[config.mk]
export PLATFORM = sky130hd
export DESIGN_NAME = tlb_refill_ctrl_flat
export DESIGN_NICKNAME = d
export VERILOG_FILES = /design/src/rtl/tlb_refill_ctrl_if.sv /design/src/rtl/tlb_refill_ctrl.sv /design/src/flat_wrapper.sv
export SDC_FILE = /design/constraint.sdc
export NUM_CORES = 1
export LEC_CHECK = 0
export BUFFER_PORTS_ARGS = -buffer_cell sky130_fd_sc_hd__buf_2
export CAP_MARGIN = 20
export CELL_PAD_IN_SITES_DETAIL_PLACEMENT = 1
export CELL_PAD_IN_SITES_GLOBAL_PLACEMENT = 2
export CORE_ASPECT_RATIO = 2
export CORE_MARGIN = 2
export CORE_UTILIZATION = 21
export CTS_CLUSTER_SIZE = 28
export DETAILED_ROUTE_END_ITERATION = 16
export PLACE_DENSITY_LB_ADDON = 0.1
export SLEW_MARGIN = 10
export SYNTH_ARGS = -nofsm -noshare
export SYNTH_HDL_FRONTEND = slang
export SYNTH_SLANG_ARGS = --single-unit
[constraint.sdc]
create_clock -name clk -period 4.05 [get_ports clk]
set_input_delay 0.405 -clock clk [delete_from_list [all_inputs] [get_ports clk]]
set_output_delay 0.405 -clock clk [all_outputs]
set_load 0.05 [all_outputs]
[src/rtl/tlb_refill_ctrl_if.sv]
// Bundle of the bank-side refill signals and the memory read port seen by tlb_refill_ctrl.
// The master modport is the refill controller; the slave modport is the bank/memory environment.
interface tlb_refill_ctrl_if #(
    parameter int ADDR_WIDTH = 64,
    parameter int DATA_WIDTH = 64
);
    logic                  miss_cache;
    logic [ADDR_WIDTH-1:0] addr_cache;
    logic                  set_cache;
    logic                  busy_rd;
    logic [ADDR_WIDTH-1:0] addr_rd;
    logic [DATA_WIDTH-1:0] data_rd;
    logic                  wen_rd;
    logic                  set_rd;
    logic                  finish_rd;
    logic                  mem_req_valid;
    logic                  mem_req_ready;
    logic [ADDR_WIDTH-1:0] mem_req_addr;
    logic                  mem_resp_valid;
    logic                  mem_resp_ready;
    logic [DATA_WIDTH-1:0] mem_resp_data;

    modport master (
        input  miss_cache, addr_cache, set_cache,
        input  mem_req_ready, mem_resp_valid, mem_resp_data,
        output busy_rd, addr_rd, data_rd, wen_rd, set_rd, finish_rd,
        output mem_req_valid, mem_req_addr, mem_resp_ready
    );

    modport slave (
        output miss_cache, addr_cache, set_cache,
        output mem_req_ready, mem_resp_valid, mem_resp_data,
        input  busy_rd, addr_rd, data_rd, wen_rd, set_rd, finish_rd,
        input  mem_req_valid, mem_req_addr, mem_resp_ready
    );
endinterface

[src/rtl/tlb_refill_ctrl.sv]
// Line refill engine: on a bank miss, issues one memory read for the line, streams BANK_NUM
// response beats straight into the bank, then pulses finish_rd. One refill outstanding at a time.
module tlb_refill_ctrl #(
    parameter int ADDR_WIDTH = 64,
    parameter int DATA_WIDTH = 64,
    parameter int BANK_NUM   = 4
) (
    input  logic                clk,
    input  logic                rst,
    tlb_refill_ctrl_if.master   rf_if
);
    localparam int OFFSET_LEN = $clog2(BANK_NUM);
    localparam logic [OFFSET_LEN-1:0] LAST_BEAT = OFFSET_LEN'(BANK_NUM - 1);

    typedef enum logic [1:0] {
        IDLE = 2'd0,
        REQ  = 2'd1,
        RECV = 2'd2,
        FIN  = 2'd3
    } state_t;

    state_t                state_q;
    logic [ADDR_WIDTH-1:0] line_addr_q;
    logic                  set_q;
    logic [OFFSET_LEN-1:0] beat_cnt_q;
    logic                  in_recv_s;

    // Refill sequencing: latch the miss, hold the request until accepted, count beats.
    always_ff @(posedge clk or posedge rst) begin
        if (rst) begin
            state_q     <= IDLE;
            line_addr_q <= '0;
            set_q       <= 1'b0;
            beat_cnt_q  <= '0;
        end else begin
            case (state_q)
                IDLE: begin
                    if (rf_if.miss_cache) begin
                        line_addr_q <= rf_if.addr_cache;
                        set_q       <= rf_if.set_cache;
                        beat_cnt_q  <= '0;
                        state_q     <= REQ;
                    end
                end
                REQ: begin
                    if (rf_if.mem_req_ready) begin
                        state_q <= RECV;
                    end
                end
                RECV: begin
                    if (rf_if.mem_resp_valid) begin
                        if (beat_cnt_q == LAST_BEAT) begin
                            beat_cnt_q <= '0;
                            state_q    <= FIN;
                        end else begin
                            beat_cnt_q <= beat_cnt_q + OFFSET_LEN'(1);
                        end
                    end
                end
                FIN: begin
                    state_q <= IDLE;
                end
                default: begin
                    state_q <= IDLE;
                end
            endcase
        end
    end

    // Beats are written through in the cycle they arrive, so the write strobe follows resp_valid.
    assign in_recv_s            = (state_q == RECV);
    assign rf_if.busy_rd        = (state_q != IDLE);
    assign rf_if.mem_req_valid  = (state_q == REQ);
    assign rf_if.mem_req_addr   = {line_addr_q[ADDR_WIDTH-1:OFFSET_LEN], {OFFSET_LEN{1'b0}}};
    assign rf_if.mem_resp_ready = in_recv_s;
    assign rf_if.wen_rd         = in_recv_s & rf_if.mem_resp_valid;
    assign rf_if.data_rd        = in_recv_s ? rf_if.mem_resp_data : {DATA_WIDTH{1'b0}};
    assign rf_if.addr_rd        = {line_addr_q[ADDR_WIDTH-1:OFFSET_LEN], beat_cnt_q};
    assign rf_if.set_rd         = set_q;
    assign rf_if.finish_rd      = (state_q == FIN);

endmodule

[src/flat_wrapper.sv]
// flat-port wrapper written by rule: the top's interface ports become plain ports
module tlb_refill_ctrl_flat 
#(
    parameter int ADDR_WIDTH = 64,
    parameter int DATA_WIDTH = 64,
    parameter int BANK_NUM   = 4
)
  (clk, rst, rf_if_miss_cache, rf_if_addr_cache, rf_if_set_cache, rf_if_mem_req_ready, rf_if_mem_resp_valid, rf_if_mem_resp_data, rf_if_busy_rd, rf_if_addr_rd, rf_if_data_rd, rf_if_wen_rd, rf_if_set_rd, rf_if_finish_rd, rf_if_mem_req_valid, rf_if_mem_req_addr, rf_if_mem_resp_ready);
  tlb_refill_ctrl_if #(.ADDR_WIDTH(ADDR_WIDTH), .DATA_WIDTH(DATA_WIDTH)) rf_if_i ();
  input  logic clk;
  input  logic rst;
  input wire logic [$bits(rf_if_i.miss_cache)-1:0] rf_if_miss_cache;
  input wire logic [$bits(rf_if_i.addr_cache)-1:0] rf_if_addr_cache;
  input wire logic [$bits(rf_if_i.set_cache)-1:0] rf_if_set_cache;
  input wire logic [$bits(rf_if_i.mem_req_ready)-1:0] rf_if_mem_req_ready;
  input wire logic [$bits(rf_if_i.mem_resp_valid)-1:0] rf_if_mem_resp_valid;
  input wire logic [$bits(rf_if_i.mem_resp_data)-1:0] rf_if_mem_resp_data;
  output wire logic [$bits(rf_if_i.busy_rd)-1:0] rf_if_busy_rd;
  output wire logic [$bits(rf_if_i.addr_rd)-1:0] rf_if_addr_rd;
  output wire logic [$bits(rf_if_i.data_rd)-1:0] rf_if_data_rd;
  output wire logic [$bits(rf_if_i.wen_rd)-1:0] rf_if_wen_rd;
  output wire logic [$bits(rf_if_i.set_rd)-1:0] rf_if_set_rd;
  output wire logic [$bits(rf_if_i.finish_rd)-1:0] rf_if_finish_rd;
  output wire logic [$bits(rf_if_i.mem_req_valid)-1:0] rf_if_mem_req_valid;
  output wire logic [$bits(rf_if_i.mem_req_addr)-1:0] rf_if_mem_req_addr;
  output wire logic [$bits(rf_if_i.mem_resp_ready)-1:0] rf_if_mem_resp_ready;
  assign rf_if_i.miss_cache = rf_if_miss_cache;
  assign rf_if_i.addr_cache = rf_if_addr_cache;
  assign rf_if_i.set_cache = rf_if_set_cache;
  assign rf_if_i.mem_req_ready = rf_if_mem_req_ready;
  assign rf_if_i.mem_resp_valid = rf_if_mem_resp_valid;
  assign rf_if_i.mem_resp_data = rf_if_mem_resp_data;
  assign rf_if_busy_rd = rf_if_i.busy_rd;
  assign rf_if_addr_rd = rf_if_i.addr_rd;
  assign rf_if_data_rd = rf_if_i.data_rd;
  assign rf_if_wen_rd = rf_if_i.wen_rd;
  assign rf_if_set_rd = rf_if_i.set_rd;
  assign rf_if_finish_rd = rf_if_i.finish_rd;
  assign rf_if_mem_req_valid = rf_if_i.mem_req_valid;
  assign rf_if_mem_req_addr = rf_if_i.mem_req_addr;
  assign rf_if_mem_resp_ready = rf_if_i.mem_resp_ready;
  tlb_refill_ctrl #(.ADDR_WIDTH(ADDR_WIDTH), .DATA_WIDTH(DATA_WIDTH), .BANK_NUM(BANK_NUM)) u_core (.clk(clk), .rst(rst), .rf_if(rf_if_i));
endmodule
==> results of run 1 <==
==> worst max-delay path by stage <==
stage / from / endpoint / slack [ps] / cells past startpoint
final: u_core.state_q[0] / u_core.line_addr_q[11] / 1610 / 5
after global routing: u_core.state_q[0] / u_core.line_addr_q[8] / 1390 / 5
after CTS: u_core.state_q[0] / u_core.line_addr_q[11] / 1470 / 5
after detailed placement: u_core.state_q[0] / u_core.line_addr_q[11] / 1470 / 5
after global placement: u_core.state_q[0] / u_core.line_addr_q[4] / 1580 / 5
after floorplan: u_core.state_q[0] / rf_if_data_rd[36] / 1670 / 5
==> cells by family (layout without fill, tap and decap cells) <==
family                     count (synthesis)  in the layout  share of synthesized area
buffers and inverters                     81            347                     0.1645
and+or+nand+nor                           74             74                     0.1366
DFF                                       67             67                     0.4671
muxes                                     65             65                     0.2036
adders and majority gates                  5              5                    0.01743
AOI/OAI and AO/OA                          5              5                   0.009761
other                                      1              3                   0.001045
==> cell usage in the layout, fill, tap and decap left out, drive strengths merged, types with 2 or more instances in the layout <==
cell type,count
nor2b,2
conb,2
nand2b,2
buf,331
ha,5
inv,4
and2,65
mux2,64
dfrtp,67
clkbuf,11
==> flip-flops by register name (all words and copies together) (netlist names) <==
signal               cells
u_core.rf_if.set_rd      1
u_core.state_q           2
u_core.line_addr_q      62
u_core.beat_cnt_q        2
==> stage by stage <==
step                setup slack (ps)  area [µm²]  cells
finish                          1611        5196    773
floorplan                       1665        3593    299
global route                    1387        5194    772
CTS                             1472        5174    771
global placement                1584        4936    759
detailed placement              1469        4936    759
==> critical path, stage by stage (launching register included) <==
cell     delay (ps)
dfrtp_1         370
inv_1            90
ha_1            290
nand2_2         660
buf_4           510
mux2_1          370
==> layer usage <==
metal / vias to the layer above / track usage
met2: 194 / 0.2521
met5: - / 0
li1: 1429 / -
met3: 16 / 0.03860
met4: 0 / 0.06176
met1: 1470 / 0.1088
==> final cells by class <==
cell class / instances / share of cell area
Timing Repair Buffer: 331 / 0.3231
Sequential cell: 67 / 0.3227
Inverter: 4 / 0.002889
Multi-Input combinational cell: 151 / 0.2552
Antenna cell: 1 / 0.0004816
Clock inverter: 1 / 0.0009632
Tap cell: 207 / 0.04984
Clock buffer: 11 / 0.04479
==> metrics.txt, run 1 <==
synthesized area per cell approximately 12 µm²; Tmin final 2439 ps; fin. max-slew vios 0; top cells by count, synth dfrtp_1 (67), and2_1 (65), buf_4 (64); CTS max path bufs 2; Global Route Usage Sum 0.1279; first-pass GRT wire length 17.19 mm; row cnt 67; DRC 0; Filler cells 1,998; Setup CP Type flop to flop; r2r setup slk 1610 ps; DIE WIDTH 96.45 µm; r2r endpoint u_core.line_addr_q[11]; area grow syn2layout 44.75%; Metal-1 WL 3.419 mm; Post-Syn Instances 298; count of boundary I/O pins 332; Die Area approximately 18,000 µm²; WL per Instance around 15 µm; core area 16,770 µm²; PostCTS Resize Cnt 0; Hold WS 13.27 ps; initial antenna violation count 1; WL met3 1.008 mm; Die Ht 188.9 µm; mapped cell area between 3000 and 4000 µm²; share of layout cells above drive strength 1 0.6177; top-count cell post-synth dfrtp_1; CTS buffer count 9; synthesis-stage register bit count 67; DR WL met2 6.991 mm; Port-buffer cells between 300 and 400; Initial Util 0.2141; post-synth cell types 25; crit end category flop; Final ANT Viol Nets 0; critical path fanouts, max 34; CTS hold repair buffers 0; worst slew pin tran 872.1 ps; Reg2Reg Launch Point u_core.state_q[0]; Fin. Hold Viols 0; setup violators final 0; drt first pass iters 4; Post-CTS Setup Inserts 0; Synth top area share 0.4671; clock sink count 67; clk_lat worst skew 340 ps; Tcrit/Tclk final 0.6023; H-tree levels 3; via density per instance 4.022; CTS tree done; Clock Skew 6.044 ps; critical path launch point type flop; Post-synth EDFFs 0; Synthesis Warnings 0; Sequential Area 1677 µm²; DRT iter0 DRCs 88; setup tns final 0 ps; Clock Pin Slew Worst Setup and Hold Paths 50 ps; GRT overflow 0; largest area contributor in the synthesized netlist dfrtp_1; min-delay worst type primary input to async pin; RSZ-0062 raised after global routing false; post-synthesis sequential area ratio 0.4671; ys async rst share 1.000; dpl hpwl 9.553 mm; status completed; Nets 703; Req. time, crit path 4270 ps; max-cap viol count 0; Multi-input gate area ~1300 µm²; clk root buf clkbuf_16; pin count of the biggest net entering global routing 73; worst relative slew slack 0.4165; FMAX between 400 and 500 MHz; final core occ 0.3099; reg2reg path depth 5; final WL 11.73 mm; vias in the first global route 3,243; RePlAce Congestion 0.7111; top post-synthesis cells by area dfrtp_1 (47%), mux2_1 (19%), buf_4 (13%); via count a little over 3,000; Top Layer Used met4; CP arrival ~2700 ps; top_reg_cell synth dfrtp_1
Power of run 1 is left out: the tool's default activity adds up to more than one toggle a clock period on the data nets, which glitch-free logic cannot reach.
==> inputs of run 2 (changes only) <==
--- a/config.mk
+++ b/config.mk
@@ -11,7 +11,7 @@
 export CELL_PAD_IN_SITES_GLOBAL_PLACEMENT = 2
 export CORE_ASPECT_RATIO = 2
 export CORE_MARGIN = 2
-export CORE_UTILIZATION = 21
+export CORE_UTILIZATION = 18
 export CTS_CLUSTER_SIZE = 28
 export DETAILED_ROUTE_END_ITERATION = 16
 export PLACE_DENSITY_LB_ADDON = 0.1
==> constraint.sdc (replaced) <==
create_clock -name clk -period 2.15 [get_ports clk]
set_input_delay 0.215 -clock clk [delete_from_list [all_inputs] [get_ports clk]]
set_output_delay 0.215 -clock clk [all_outputs]
set_load 0.05 [all_outputs]
==> run 2 against run 1 <==
Compared with the run above:
- count of clock-buffer cells in the layout up 2
- cell area grew 2.4%
- die area grew 16%
- core utilization fell by 4.0 points
- clock skew rose by 1.4 ps
- largest cell class unchanged
==> metrics.txt, run 2 (synthesis gave the netlist of run 1 again) <==
crit-path max cell delay 400 ps (was 660 ps); clk_lat worst skew 330 ps (was 340 ps); clock sink count 67 (unchanged); setup tns final 0 ps (unchanged); cell area after layout 5323 µm² (was 5196 µm²); WL per Instance 14.36 µm (was 15.18 µm); Post-CTS Setup Inserts 0 (unchanged); critical path launch point type flop (unchanged); reg2reg path depth 5 (unchanged); Clock Skew 7.423 ps (was 6.044 ps); Tmin final 1999 ps; hold wc startpoint rf_if_addr_cache[32]; most frequent cells in the layout buf_2 (327), dfrtp_1 (67), and2_1 (65) (unchanged); Final ANT Viol Nets 0 (unchanged); RePlAce Congestion 0.6932 (was 0.7111); Die Area 21,160 µm² (was 18,220 µm²); hold endpoint u_core.line_addr_q[32]; crit end category output port (was flop); Hold WS 88.46 ps (was 13.27 ps); count of boundary I/O pins 332 (unchanged); setup violators final 0 (unchanged); Tcrit/Tclk final 0.9298; fin. max-slew vios 0 (unchanged); Top Layer Used met4 (unchanged); Reg2Reg Launch Point u_core.state_q[0] (unchanged); clk root buf clkbuf_16 (unchanged); Initial Util 0.1820 (was 0.2141); Clock Pin Slew Worst Setup and Hold Paths 60 ps (was 50 ps); CTS buffer count 9 (unchanged); Top Registers u_core.line_addr_q (62), u_core.beat_cnt_q (2), u_core.state_q (2) (unchanged); share of layout cells above drive strength 1 0.6182 (was 0.6177); DRC 0 (unchanged); max FFs per register 62 (unchanged); vias in the first global route 3,377 (was 3,243); initial antenna violation count 1 (unchanged); FMAX 500.2 MHz; Setup CP Type flop to output port (was flop to flop); r2r setup slk 390 ps (was 1610 ps); Nets 705 (was 703); CP cell instances inv_1 > ha_2 > buf_8 > and2_1 > buf_2 (was inv_1 > ha_1 > nand2_2 > buf_4 > mux2_1); drt first pass iters 2 (was 4); Top reg by flops u_core.line_addr_q (unchanged); Die Ht 203.7 µm (was 188.9 µm); final setup margin 150.9 ps (was 1611 ps); DR WL met2 7.097 mm (was 6.991 mm); area grow syn2layout 48.27% (was 44.75%); via count 3,174 (was 3,109); dpl cell area 5047 µm² (was 4936 µm²); Global Route Usage Sum 0.1117 (was 0.1279); GRT overflow 0 (unchanged); dpl hpwl 9.861 mm (was 9.553 mm); core area 19,730 µm² (was 16,770 µm²); Req. time, crit path 1930 ps (was 4270 ps); status completed (unchanged); CP arrival 1780 ps (was 2660 ps); min-delay worst type primary input to flop (was primary input to async pin); Fin. Hold Viols 0 (unchanged); row cnt 73 (was 67); pre-CTS setup slack 376.3 ps (was 1469 ps); r2r endpoint u_core.state_q[1] (was u_core.line_addr_q[11]); commonest non-fill, non-tap cell in the layout buf_2 (unchanged); CTS max path bufs 2 (unchanged); WL met3 908 µm (was 1.008 mm); Port-buffer cells 327 (unchanged); max-cap viol count 0 (unchanged); DIE WIDTH 103.9 µm (was 96.45 µm); Metal-1 WL 3.642 mm (was 3.419 mm); pin count of the biggest net entering global routing 51 (was 73); H-tree levels 3 (unchanged); CTS tree done (unchanged); DRT iter0 DRCs 66 (was 88); RSZ-0062 raised after global routing false (unchanged); Cells on Worst Hold Path 2; Worst path slowest cell dfrtp_1 (was nand2_2); via density per instance 3.806 (was 4.022); final WL 11.98 mm (was 11.73 mm); first-pass GRT wire length 18.23 mm (was 17.19 mm); critical path fanouts, max 48 (was 34)
run 2: cell count changes in the layout (fill, tap and decap cells not counted):
cell / change
ha_1: -1
dlygate4sd3_1: +1
buf_8: +1
buf_12: +1
clkbuf_1: +2
ha_2: +1
clkinv_2: +2
buf_4: -1
run 2: how the worst max path moves through the flow:
stage                 startpoint                end  slack, ps  cells past startpoint
2_1_floorplan  u_core.state_q[0]  rf_if_data_rd[36]        170                      5
3_3_place_gp   u_core.state_q[0]  rf_if_data_rd[31]        390                      5
3_5_place_dp   u_core.state_q[0]  rf_if_data_rd[57]        380                      5
4_1_cts        u_core.state_q[0]  rf_if_data_rd[57]         70                      5
5_1_grt        u_core.state_q[0]  rf_if_data_rd[57]         10                      5
6_report       u_core.state_q[0]  rf_if_data_rd[57]        150                      5
run 2: critical path: cells and delay by family (launching register included):
kind	cells	cell delay, ps
buffers and inverters	3	600
and+or+nand+nor	1	170
adders and majority gates	1	260
DFF	1	400
run 2: metal layers:
metal | track usage | vias to the layer above
li1 | - | 1441
met1 | 0.09758 | 1524
met2 | 0.2249 | 193
met3 | 0.02908 | 16
met4 | 0.06081 | 0
met5 | 0 | -
run 2: stage by stage:
step / utilization / instances
global placement: 0.2558 / 816
CTS: 0.2695 / 833
global route: 0.2698 / 834
finish: 0.2698 / 834
floorplan: - / 299
detailed placement: 0.2558 / 816
run 2: what timing repair did:
item / in CTS / in global routing
hold buffers: 1 / 0
setup endpoints to repair: 3 / 25
endpoints found under the hold margin: 17 / 0
pin swaps: 0 / 0
resized for setup: 1 / 1
run 2: final cells by class:
cell class	instances	area, µm²
fillers	2382	14410
flip-flops and latches	67	1677
inverters	4	15.01
well taps	262	327.8
diodes	1	2.502
multi-input cells	151	1329
repair buffers	333	1717
clock buffers	13	240.2
clock inverters	3	15.01
Power of run 2 is left out for the same reason.
